==> config.mk <==
export PLATFORM = sky130hd
export DESIGN_NAME = dds_sweep_ctrl
export DESIGN_NICKNAME = d
export VERILOG_FILES = /design/src/rtl/dds_ctrl_pkg.sv /design/src/rtl/dds_dwell_timer.sv /design/src/rtl/dds_sweep_ctrl.sv
export SDC_FILE = /design/constraint.sdc
export NUM_CORES = 1
export LEC_CHECK = 0
export CAP_MARGIN = 5
export CORE_MARGIN = 2
export CORE_UTILIZATION = 56
export DETAILED_ROUTE_END_ITERATION = 7
export PLACE_DENSITY = 0.82
export SLEW_MARGIN = 20
export SYNTH_ARGS = -nofsm -noshare
export SYNTH_HDL_FRONTEND = slang
export SYNTH_SLANG_ARGS = --single-unit
==> constraint.sdc <==
create_clock -name clk -period 5.5 [get_ports clk]
set_input_delay 1.375 -clock clk [delete_from_list [all_inputs] [get_ports clk]]
set_output_delay 1.375 -clock clk [all_outputs]
set_load 0.01 [all_outputs]
==> src/rtl/dds_ctrl_pkg.sv <==
// Shared types and default widths for the DDS sweep controller.
// Optional triangle (up/down) sweep is enabled with DDS_SWEEP_TRIANGLE_EN.
package dds_ctrl_pkg;

  localparam int unsigned DdsN  = 32;
  localparam int unsigned DdsPw = 8;
  localparam int unsigned DdsDw = 16;

  typedef enum logic [1:0] {
    StIdle = 2'd0,
    StUp   = 2'd1
`ifdef DDS_SWEEP_TRIANGLE_EN
    ,
    StDown = 2'd2
`endif
  } sweep_state_e;

  typedef struct packed {
    logic [DdsN-1:0]  f_start;
    logic [DdsN-1:0]  f_stop;
    logic [DdsN-1:0]  f_step;
    logic [DdsDw-1:0] dwell;
    logic [DdsPw-1:0] pword;
  } sweep_cfg_t;

  // A programmed dwell of zero behaves as one cycle per word.
  function automatic logic [DdsDw-1:0] eff_dwell(input logic [DdsDw-1:0] d);
    return (d == '0) ? {{(DdsDw-1){1'b0}}, 1'b1} : d;
  endfunction

endpackage

==> src/rtl/dds_dwell_timer.sv <==
// Loadable dwell down-counter; expire flags the last cycle of a dwell period.
module dds_dwell_timer #(
  parameter int unsigned DW = 16
) (
  input  logic          clk,
  input  logic          rst,
  input  logic          load,
  input  logic [DW-1:0] load_value,
  output logic [DW-1:0] value,
  output logic          expire
);

  logic [DW-1:0] value_q;

  // Count down towards zero, reload on request; rests at zero when idle.
  always_ff @(posedge clk) begin
    if (rst) begin
      value_q <= '0;
    end else if (load) begin
      value_q <= load_value;
    end else if (value_q != '0) begin
      value_q <= value_q - 1'b1;
    end
  end

  assign value  = value_q;
  assign expire = (value_q == {{(DW-1){1'b0}}, 1'b1});

endmodule

==> src/rtl/dds_sweep_ctrl.sv <==
// Frequency-sweep scheduler for the DDS accumulator: steps fword from start to stop,
// holding each word for a programmable dwell. Define DDS_SWEEP_TRIANGLE_EN for a
// continuous up/down sweep instead of a single upward pass.
module dds_sweep_ctrl
  import dds_ctrl_pkg::*;
#(
  parameter int unsigned N  = DdsN,
  parameter int unsigned PW = DdsPw,
  parameter int unsigned DW = DdsDw
) (
  input  logic          clk,
  input  logic          rst,
  input  logic          cfg_valid,
  output logic          cfg_ready,
  input  logic [N-1:0]  cfg_f_start,
  input  logic [N-1:0]  cfg_f_stop,
  input  logic [N-1:0]  cfg_f_step,
  input  logic [DW-1:0] cfg_dwell,
  input  logic [PW-1:0] cfg_pword,
  input  logic          start,
  input  logic          abort,
  output logic [N-1:0]  fword,
  output logic [PW-1:0] pword,
  output logic          upd,
  output logic          busy,
  output logic          done
);

  sweep_state_e state_q, state_d;
  sweep_cfg_t   cfg_q, cfg_in, cfg_eff;

  logic [N-1:0]  fword_q, fword_d;
  logic [PW-1:0] pword_q, pword_d;
  logic          upd_q, upd_d, busy_q, done_q, done_d, cfg_ready_q;

  logic          cfg_take;
  logic [N-1:0]  stop_eff, add_sat;
  logic [N:0]    add_sum;
  logic          tmr_load, tmr_expire;
  logic [DW-1:0] tmr_load_value, tmr_value;
  logic          unused_tmr_value;

  assign cfg_take = cfg_valid && cfg_ready_q;
  assign cfg_in   = '{f_start: cfg_f_start, f_stop: cfg_f_stop, f_step: cfg_f_step,
                      dwell: cfg_dwell, pword: cfg_pword};
  // A config offered in the start cycle takes effect immediately.
  assign cfg_eff  = cfg_take ? cfg_in : cfg_q;

  // An inverted range collapses to a single-word sweep.
  assign stop_eff = (cfg_q.f_stop < cfg_q.f_start) ? cfg_q.f_start : cfg_q.f_stop;
  // One extra bit so the step can never wrap past the stop word.
  assign add_sum  = {1'b0, fword_q} + {1'b0, cfg_q.f_step};
  assign add_sat  = (add_sum > {1'b0, stop_eff}) ? stop_eff : add_sum[N-1:0];

`ifdef DDS_SWEEP_TRIANGLE_EN
  logic [N-1:0] sub_sat;
  // fword never drops below f_start, so the distance check avoids underflow.
  assign sub_sat = ((fword_q - cfg_q.f_start) > cfg_q.f_step) ? (fword_q - cfg_q.f_step)
                                                              : cfg_q.f_start;
`endif

  dds_dwell_timer #(
    .DW(DW)
  ) u_dwell_timer (
    .clk       (clk),
    .rst       (rst),
    .load      (tmr_load),
    .load_value(tmr_load_value),
    .value     (tmr_value),
    .expire    (tmr_expire)
  );

  assign unused_tmr_value = ^tmr_value;

  // Shadow configuration, written only on an accepted handshake.
  always_ff @(posedge clk) begin
    if (rst) begin
      cfg_q <= '0;
    end else if (cfg_take) begin
      cfg_q <= cfg_in;
    end
  end

  // State register.
  always_ff @(posedge clk) begin
    if (rst) begin
      state_q <= StIdle;
    end else begin
      state_q <= state_d;
    end
  end

  // Next-state logic; abort overrides everything.
  always_comb begin
    state_d = state_q;
    if (abort) begin
      state_d = StIdle;
    end else begin
      unique case (state_q)
        StIdle: if (start) state_d = StUp;
        StUp: begin
          if (tmr_expire && (fword_q == stop_eff)) begin
`ifdef DDS_SWEEP_TRIANGLE_EN
            state_d = StDown;
`else
            state_d = StIdle;
`endif
          end
        end
`ifdef DDS_SWEEP_TRIANGLE_EN
        StDown: if (tmr_expire && (fword_q == cfg_q.f_start)) state_d = StUp;
`endif
        default: state_d = StIdle;
      endcase
    end
  end

  // Output next values: new word, update strobe, dwell reload and completion pulse.
  always_comb begin
    fword_d        = fword_q;
    pword_d        = pword_q;
    upd_d          = 1'b0;
    done_d         = 1'b0;
    tmr_load       = 1'b0;
    tmr_load_value = eff_dwell(cfg_q.dwell);
    if (!abort) begin
      unique case (state_q)
        StIdle: begin
          if (start) begin
            fword_d        = cfg_eff.f_start;
            pword_d        = cfg_eff.pword;
            upd_d          = 1'b1;
            tmr_load       = 1'b1;
            tmr_load_value = eff_dwell(cfg_eff.dwell);
          end
        end
        StUp: begin
          if (tmr_expire) begin
            if (fword_q != stop_eff) begin
              fword_d  = add_sat;
              upd_d    = 1'b1;
              tmr_load = 1'b1;
            end else begin
`ifdef DDS_SWEEP_TRIANGLE_EN
              fword_d  = sub_sat;
              upd_d    = 1'b1;
              tmr_load = 1'b1;
`else
              done_d   = 1'b1;
`endif
            end
          end
        end
`ifdef DDS_SWEEP_TRIANGLE_EN
        StDown: begin
          if (tmr_expire) begin
            fword_d  = (fword_q != cfg_q.f_start) ? sub_sat : add_sat;
            upd_d    = 1'b1;
            tmr_load = 1'b1;
          end
        end
`endif
        default: ;
      endcase
    end
  end

  // Registered outputs.
  always_ff @(posedge clk) begin
    if (rst) begin
      fword_q     <= '0;
      pword_q     <= '0;
      upd_q       <= 1'b0;
      done_q      <= 1'b0;
      busy_q      <= 1'b0;
      cfg_ready_q <= 1'b0;
    end else begin
      fword_q     <= fword_d;
      pword_q     <= pword_d;
      upd_q       <= upd_d;
      done_q      <= done_d;
      busy_q      <= (state_d != StIdle);
      cfg_ready_q <= (state_d == StIdle);
    end
  end

  assign fword     = fword_q;
  assign pword     = pword_q;
  assign upd       = upd_q;
  assign done      = done_q;
  assign busy      = busy_q;
  assign cfg_ready = cfg_ready_q;

endmodule

==> results of run 1 <==
==> area by class of cell <==
type / instances / share of cell area (%)
clock buffer: 18 / 2.96
clock inverter: 14 / 1.20
inverter: 51 / 1.29
multi-input combinational: 1155 / 52.0
sequential: 182 / 24.6
tap: 275 / 2.32
timing repair buffer: 247 / 15.7
==> power by group <==
| group | total [uW] | switching, uW | internal, uW |
|---|---|---|---|
| registers | 1530 | 110 | 1420 |
| logic | 1470 | 808 | 663 |
| clock network | 1270 | 639 | 630 |
==> state kept, by name, indices dropped and copies added, names as in the netlist <==
signal / count
u_dwell_timer.value: 16
fword: 32
pword: 8
cfg_ready: 1
cfg_q: 120
done: 1
state_q: 2
busy: 1
upd: 1
==> synth_stat cells (8+ instances only) <==
library cell	count	area, um2
nand2_1	229	860
dfxtp_1	182	3640
a21oi_1	145	726
nor2_1	141	529
ha_1	97	1210
mux2i_1	89	891
xor2_1	61	534
clkbuf_1	58	218
inv_1	51	191
o21ai_0	36	180
nor3_1	34	170
xnor2_1	29	254
nor4_1	26	163
a211oi_1	25	188
nand4_1	18	113
o21a_1	18	135
o211ai_1	17	128
a21o_1	15	113
nand3_1	15	75.1
a22oi_1	14	105
nand2b_1	12	75.1
and2_1	10	62.6
o31ai_1	10	75.1
o31ai_2	8	100
==> per-stage QoR <==
step / hold WS (ns) / instances / area, um2
2_1_floorplan: 0.440 / 1465 / 11800
3_3_place_gp: 0.448 / 1906 / 14100
3_5_place_dp: 0.454 / 1906 / 14100
4_1_cts: 0.464 / 1938 / 14700
5_1_grt: 0.488 / 1942 / 14800
6_report: 0.462 / 1942 / 14800
==> worst max-delay path, stage by stage (launching register included) <==
cell and delay (ns):
dfxtp_1 0.43, ha_2 0.28, or3_1 0.41, o311ai_1 0.32, buf_4 0.18, a21oi_1 0.12
o21ai_1 0.17, buf_4 0.14, nand2b_1 0.10, a41oi_2 0.25, xnor2_2 0.12, ha_1 0.22
a211o_1 0.27, o211ai_1 0.09, a21oi_1 0.10, or4_1 0.61, o32ai_4 0.27, buf_4 0.17
and2_4 0.21, mux2_2 0.35, mux2i_1 0.16, mux2i_1 0.10, nor2_1 0.10
==> worst max path at each step <==
stage | from | to | depth (start not counted)
floorplan | cfg_q[113]$_SDFF_PP0_ | fword[23]$_SDFFE_PP0P_ | 23
global placement | fword[5]$_SDFFE_PP0P_ | fword[27]$_SDFFE_PP0P_ | 21
detailed placement | fword[7]$_SDFFE_PP0P_ | fword[19]$_SDFFE_PP0P_ | 21
CTS | fword[7]$_SDFFE_PP0P_ | fword[19]$_SDFFE_PP0P_ | 21
global route | fword[11]$_SDFFE_PP0P_ | fword[12]$_SDFFE_PP0P_ | 23
finish | fword[5]$_SDFFE_PP0P_ | fword[19]$_SDFFE_PP0P_ | 22
==> kinds of logic (layout without fill, tap and decap cells) <==
kind of cell / after synthesis / count (layout) / synth area share [%]
simple gates: 524 / 524 / 19.8
compound gates: 348 / 348 / 19.6
flops: 182 / 182 / 30.9
buf+inv: 128 / 330 / 4.43
fa+ha+maj: 98 / 98 / 10.5
mux: 94 / 94 / 8.03
xor+xnor: 90 / 90 / 6.69
other cells: 1 / 1 / 0.0318
==> placed cells by master, fill, tap and decap left out, types with 18 or more instances in the layout <==
cell type	n
clkdlybuf4s50_1	167
o21a_1	18
xor2_1	61
nand2_1	227
xnor2_1	28
mux2i_1	89
nor4_1	26
ha_1	96
nand4_1	18
nor3_1	33
inv_1	51
buf_4	74
o21ai_0	35
a21oi_1	145
nor2_1	141
a211oi_1	25
dfxtp_1	181
==> repair_timing <==
item,in CTS,in global routing
setup buffers,0,4
resized for setup,0,13
setup endpoints to repair,0,32
==> metal layers <==
metal | part of all wire [%] | vias to the layer above | routed length [um] | track usage [%]
met5 | 0 | - | 0 | 0
met4 | 4.3 | 0 | 1680 | 16.2
met3 | 7.6 | 113 | 2980 | 5.57
met2 | 47 | 532 | 18400 | 57.5
met1 | 42 | 5486 | 16400 | 45.1
li1 | - | 5572 | - | -
==> results.md, run 1 <==
- Area growth, synth to finish: 25.8%
- DRC viols: 0
- Reg2reg setup slack: between 0.2 and 0.3 ns
- Hold_sp: cfg_q[24]$_SDFFE_PP0P_
- Layout net count: 1,877
- Register area: between 0.003 and 0.004 mm2
- CTS tree: done
- Setup TNS Final: 0 ns
- Crit path max fanout: 9
- Min-delay worst type: reg -> reg
- R2r endpoint: fword[19]$_SDFFE_PP0P_
- Chip width: approximately 150 um
- Sequential area share after synthesis: about 31%
- Synth Flop Type: dfxtp_1
- IO Port Bufs: between 150 and 200
- Initial DRC Count: ~1,100
- Share of layout cells above drive strength 1: about a tenth
- Total GRT Usage: 35.0%
- Final period demand of the worst path: approximately 5.2 ns
- Place WS: approximately 0.077 ns
- Latest clock arrival within the worst-skew pair: around 0.45 ns
- Site Rows: between 50 and 60
- CTS buffer count: 17
- Total power: 4270 uW
- Crit. End Element: flip-flop
- Power Density: 288 mW/mm2
- Hold bufs inserted after CTS: 0
- DRT Wirelength: around 39,000 um
- Syn Nets: around 1,700
- Fill count: 1,734
- Clock Tree Root: clkbuf_16
- Seq cells post-synth: approximately 180
- FF-to-FF Start: fword[5]$_SDFFE_PP0P_
- Synth Warn #: 0
- RD Place Congestion: 0.971
- Fin. max-slew vios: 0
- Die area: approximately 0.022 mm2
- Worst Skew: between 0.015 and 0.02 ns
- Relative max-transition margin: roughly a quarter
- Crit path arrival time: ~5.6 ns
- Netlist cell types: between 70 and 80
- Syn Inst Count: 1,465
- Hold depth: 2
- DR WL/cell: 20.3 um
- Worst-case reg-to-reg path depth: 22
- Mean Syn Cell Area: slightly above 8 um2
- Clk slew on worst S/H paths: 0.08 ns
- Vias per inst: 6.03
- Final setup fails: 0
- CTS HTree Levels: 4
- Async SR Flop Fraction: 0%
- Mapped Area: roughly 0.012 mm2
- Largest net degree at the start of global routing: approximately 120
- Hold Path End: cfg_q[24]$_SDFFE_PP0P_
- Post-route antenna net violation count: 0
- Worst VDD drop: ~0.00023 V
- Critical path class: reg -> reg
- Maximum clock frequency: about 190 MHz
- HPWL after DPL: 29,900 um
- Final Hold Fails: 0
- Slew @ Worst Pin: ~1.1 ns
- Core Region: 0.0208 mm2
- Startpoint Class: flip-flop
- Status: finished clean
- First-pass GRT wire length: 60,100 um
- Final Util: a little under three quarters
- Gr ovfl total: 0
- Die span in y: approximately 150 um
- Period utilization: about 95%
- Clk buf depth: 2
- Vias in the first global route: around 11,000
- TritonCTS Sinks: 182
- Diode count: 0
- Multi-input combinational cell area: ~0.0077 mm2
- EDFF count, synth: 0
- Antenna violations before repair: 0
- Final WS setup: about 0.25 ns
- Starting Density: 56.6%
- Critical Path RT: approximately 6 ns
- Max cap viols: 0
- Pre-antenna DRT Iters: 6
- I/O pins: between 150 and 200
- Vias: 11,700
- Lkg Pwr: between 0.006 and 0.007 uW
Power figures use the tool's default switching activity.
==> run 2, diff against run 1 <==
--- a/config.mk
+++ b/config.mk
@@ -7,9 +7,10 @@
 export LEC_CHECK = 0
 export CAP_MARGIN = 5
 export CORE_MARGIN = 2
-export CORE_UTILIZATION = 56
+export CORE_UTILIZATION = 59
 export DETAILED_ROUTE_END_ITERATION = 7
-export PLACE_DENSITY = 0.82
+export DONT_BUFFER_PORTS = 1
+export PLACE_DENSITY = 0.75
 export SLEW_MARGIN = 20
 export SYNTH_ARGS = -nofsm -noshare
 export SYNTH_HDL_FRONTEND = slang
==> run 2 against run 1 <==
  * Register-to-register slack better by 0.04 ns
  * Non-clock buffer count down 181
  * Worst setup slack better by 0.036 ns
  * Global-route usage down 0.44 points
  * Routed wire length down 5.1%
  * Fmax up 0.68%
  * Critical path depth unchanged
  * First-iteration DRC count up 3.0%
  * Final cell count down 9.8%
  * Power down 4.4%
  * Clock skew down 0.0030 ns
  * Largest power group unchanged
  * Highest routed layer is now met5
==> results.md, run 2 (same netlist as run 1, synthesis figures left out) <==
- Power Density: 314 mW/mm2 (+9.0%)
- TritonCTS Sinks: 182 (unchanged)
- Crit path max fanout: 19 (+10)
- Clock Tree Root: clkbuf_16
- CTS tree: done
- Maximum clock frequency: 192 MHz (+0.68%)
- Fill count: 1,726 (-0.46%)
- Die span in y: 145 um (-2.5%)
- Hold bufs inserted after CTS: 0 (unchanged)
- Period utilization: 94.7% (-0.65 points)
- RD Place Congestion: 0.981 (+1.0%)
- Final Util: 66.6% (-4.6 points)
- Setup crit start: cfg_q[114]$_SDFF_PP0_
- Die area: 0.0211 mm2 (-5.0%)
- Clk buf depth: 2 (unchanged)
- Vias per inst: 6.22 (+3.2%)
- Most flops, register: cfg_q
- Max FFs per register: 120 (unchanged)
- CTS HTree Levels: 4 (unchanged)
- Chip width: 145 um (-2.5%)
- Postcts setup bufs: 0 (unchanged)
- I/O pins: 169 (unchanged)
- Final period demand of the worst path: 5.21 ns (-0.0355 ns)
- Fin. max-slew vios: 0 (unchanged)
- Starting Density: 60.4% (+3.8 points)
- Core Region: 0.0195 mm2 (-6.2%)
- Slew @ Worst Pin: 1.02 ns (-0.0791 ns)
- IO Port Bufs: 0 (-100%)
- Initial DRC Count: 1,101 (+3.0%)
- Worst VDD drop: 0.000249 V (+6.0%)
- Largest net degree at the start of global routing: 185 (+52%)
- Register area: 0.00364 mm2 (unchanged)
- Startpoint Class: flip-flop
- Most frequent cells in the layout: nand2_1, dfxtp_1, a21oi_1
- Site Rows: 51 (-3.8%)
- Final Hold Fails: 0 (unchanged)
- Crit. End Element: flip-flop
- Total GRT Usage: 34.5% (-0.44 points)
- Hold_sp: cfg_q[55]$_SDFFE_PP0P_
- FF-to-FF Start: cfg_q[114]$_SDFF_PP0_
- Pre-antenna DRT Iters: 5 (-1)
- Final setup fails: 0 (unchanged)
- RSZ-0062 raised after global routing: true
- Antenna violations before repair: 1 (+1)
- Min-delay worst type: reg -> reg
- Worst Skew: 0.0152 ns (-0.00304 ns)
- DRC viols: 0 (unchanged)
- Critical Path RT: 5.85 ns (-0.03 ns)
- DRT Wirelength: 37,500 um (-5.1%)
- Share of layout cells above drive strength 1: 10.0% (+0.43 points)
- Crit path arrival time: 5.56 ns (-0.07 ns)
- Gr ovfl total: 0 (unchanged)
- Setup TNS Final: 0 ns (unchanged)
- Lkg Pwr: 0.00556 uW (-12%)
- Layout net count: 1,696 (-9.6%)
- DR WL/cell: 21.4 um (+5.2%)
- HPWL after DPL: 28,600 um (-4.4%)
- Critical path class: reg -> reg
- Area growth, synth to finish: 10.3%
- First-pass GRT wire length: 57,400 um (-4.5%)
- Diode count: 0 (unchanged)
- Clk slew on worst S/H paths: 0.08 ns (about the same)
- Multi-input combinational cell area: 0.00771 mm2 (about the same)
- Vias: 10,900 (-6.9%)
- Commonest non-fill, non-tap cell in the layout: nand2_1
- Status: finished clean
- Vias in the first global route: 10,200 (-8.8%)
- CTS buffer count: 17 (unchanged)
- Max cap viols: 0 (unchanged)
- Latest clock arrival within the worst-skew pair: 0.46 ns (about the same)
- Post-route antenna net violation count: 0 (unchanged)
- Relative max-transition margin: 31.1% (+5.3 points)
## run 2: cell types whose count changed in the layout (fill, tap and decap cells not counted), sizes merged
| cell | before | now |
|---|---|---|
| buf | 80 | 65 |
| clkdlybuf4s50 | 167 | 0 |
| clkbuf | 18 | 19 |
| clkinv | 8 | 7 |
| inv | 57 | 58 |
## run 2: final timing paths
kind / cells past startpoint / slack (ns) / to
max: 22 / 0.29 / fword[9]$_SDFFE_PP0P_
min reg2reg: 2 / 0.46 / cfg_q[55]$_SDFFE_PP0P_
min: 2 / 0.46 / cfg_q[55]$_SDFFE_PP0P_
max reg2reg: 22 / 0.29 / fword[9]$_SDFFE_PP0P_
## run 2: critical path: stages (launching register included)
cell      delay, ns
dfxtp_2        0.43
inv_1          0.11
ha_1           0.27
and2_1         0.15
a221o_1        0.31
a221oi_2       0.30
o21ai_1        0.14
a21oi_4        0.23
buf_12         0.24
mux2i_2        0.35
ha_1           0.30
nand3_1        0.12
o21ai_0        0.10
o221a_2        0.22
or4_1          0.50
o32ai_2        0.24
buf_4          0.18
and2_2         0.22
buf_4          0.17
mux2i_1        0.20
mux2i_1        0.11
mux2i_1        0.15
nor2_1         0.05
## run 2: per-stage QoR
stage                     cell area [um2]  worst slack (ns)  hold slack, ns  std cells  total power, uW
after CTS                           12900            0.0595           0.457       1750             4030
after floorplan                     11800             0.500           0.440       1465             2500
after global placement              12300             0.152           0.442       1718             2770
final                               13000             0.290           0.459       1751             4080
after global routing                13000            0.0150           0.488       1751             4260
after detailed placement            12300           0.00749           0.447       1718             2790
## run 2: layer usage
metal,vias up,track usage [%],routed length [um]
met5,-,0,16
met4,2,13.2,1420
met3,98,8.50,3090
met2,455,55.5,17100
met1,5125,45.0,15800
li1,5213,-,-
## run 2: timing repair
item	CTS	global route
setup endpoints to repair	12	32
gates cloned	0	1
gates resized for setup	1	13
pin swaps	0	1
## run 2: layout make-up
class / instances / area share, %
clock inverters: 14 / 1.19
clock buffers: 18 / 3.38
multi-input cells: 1155 / 59.3
repair buffers: 66 / 4.14
inverters: 51 / 1.47
flip-flops and latches: 182 / 28.0
well taps: 265 / 2.55
## run 2: power breakdown
group	total, uW	internal, uW	switching [uW]
clock	1260	621	635
combinational	1300	547	748
sequential	1530	1420	109
total	4080	2590	1490
==> run 3, diff against run 2 <==
--- a/config.mk
+++ b/config.mk
@@ -5,6 +5,7 @@
 export SDC_FILE = /design/constraint.sdc
 export NUM_CORES = 1
 export LEC_CHECK = 0
+export ABC_CLOCK_PERIOD_IN_PS = 5500
 export CAP_MARGIN = 5
 export CORE_MARGIN = 2
 export CORE_UTILIZATION = 59
==> results of run 3 <==
No change in the layout: final DEF, timing and power equal those of run 2.
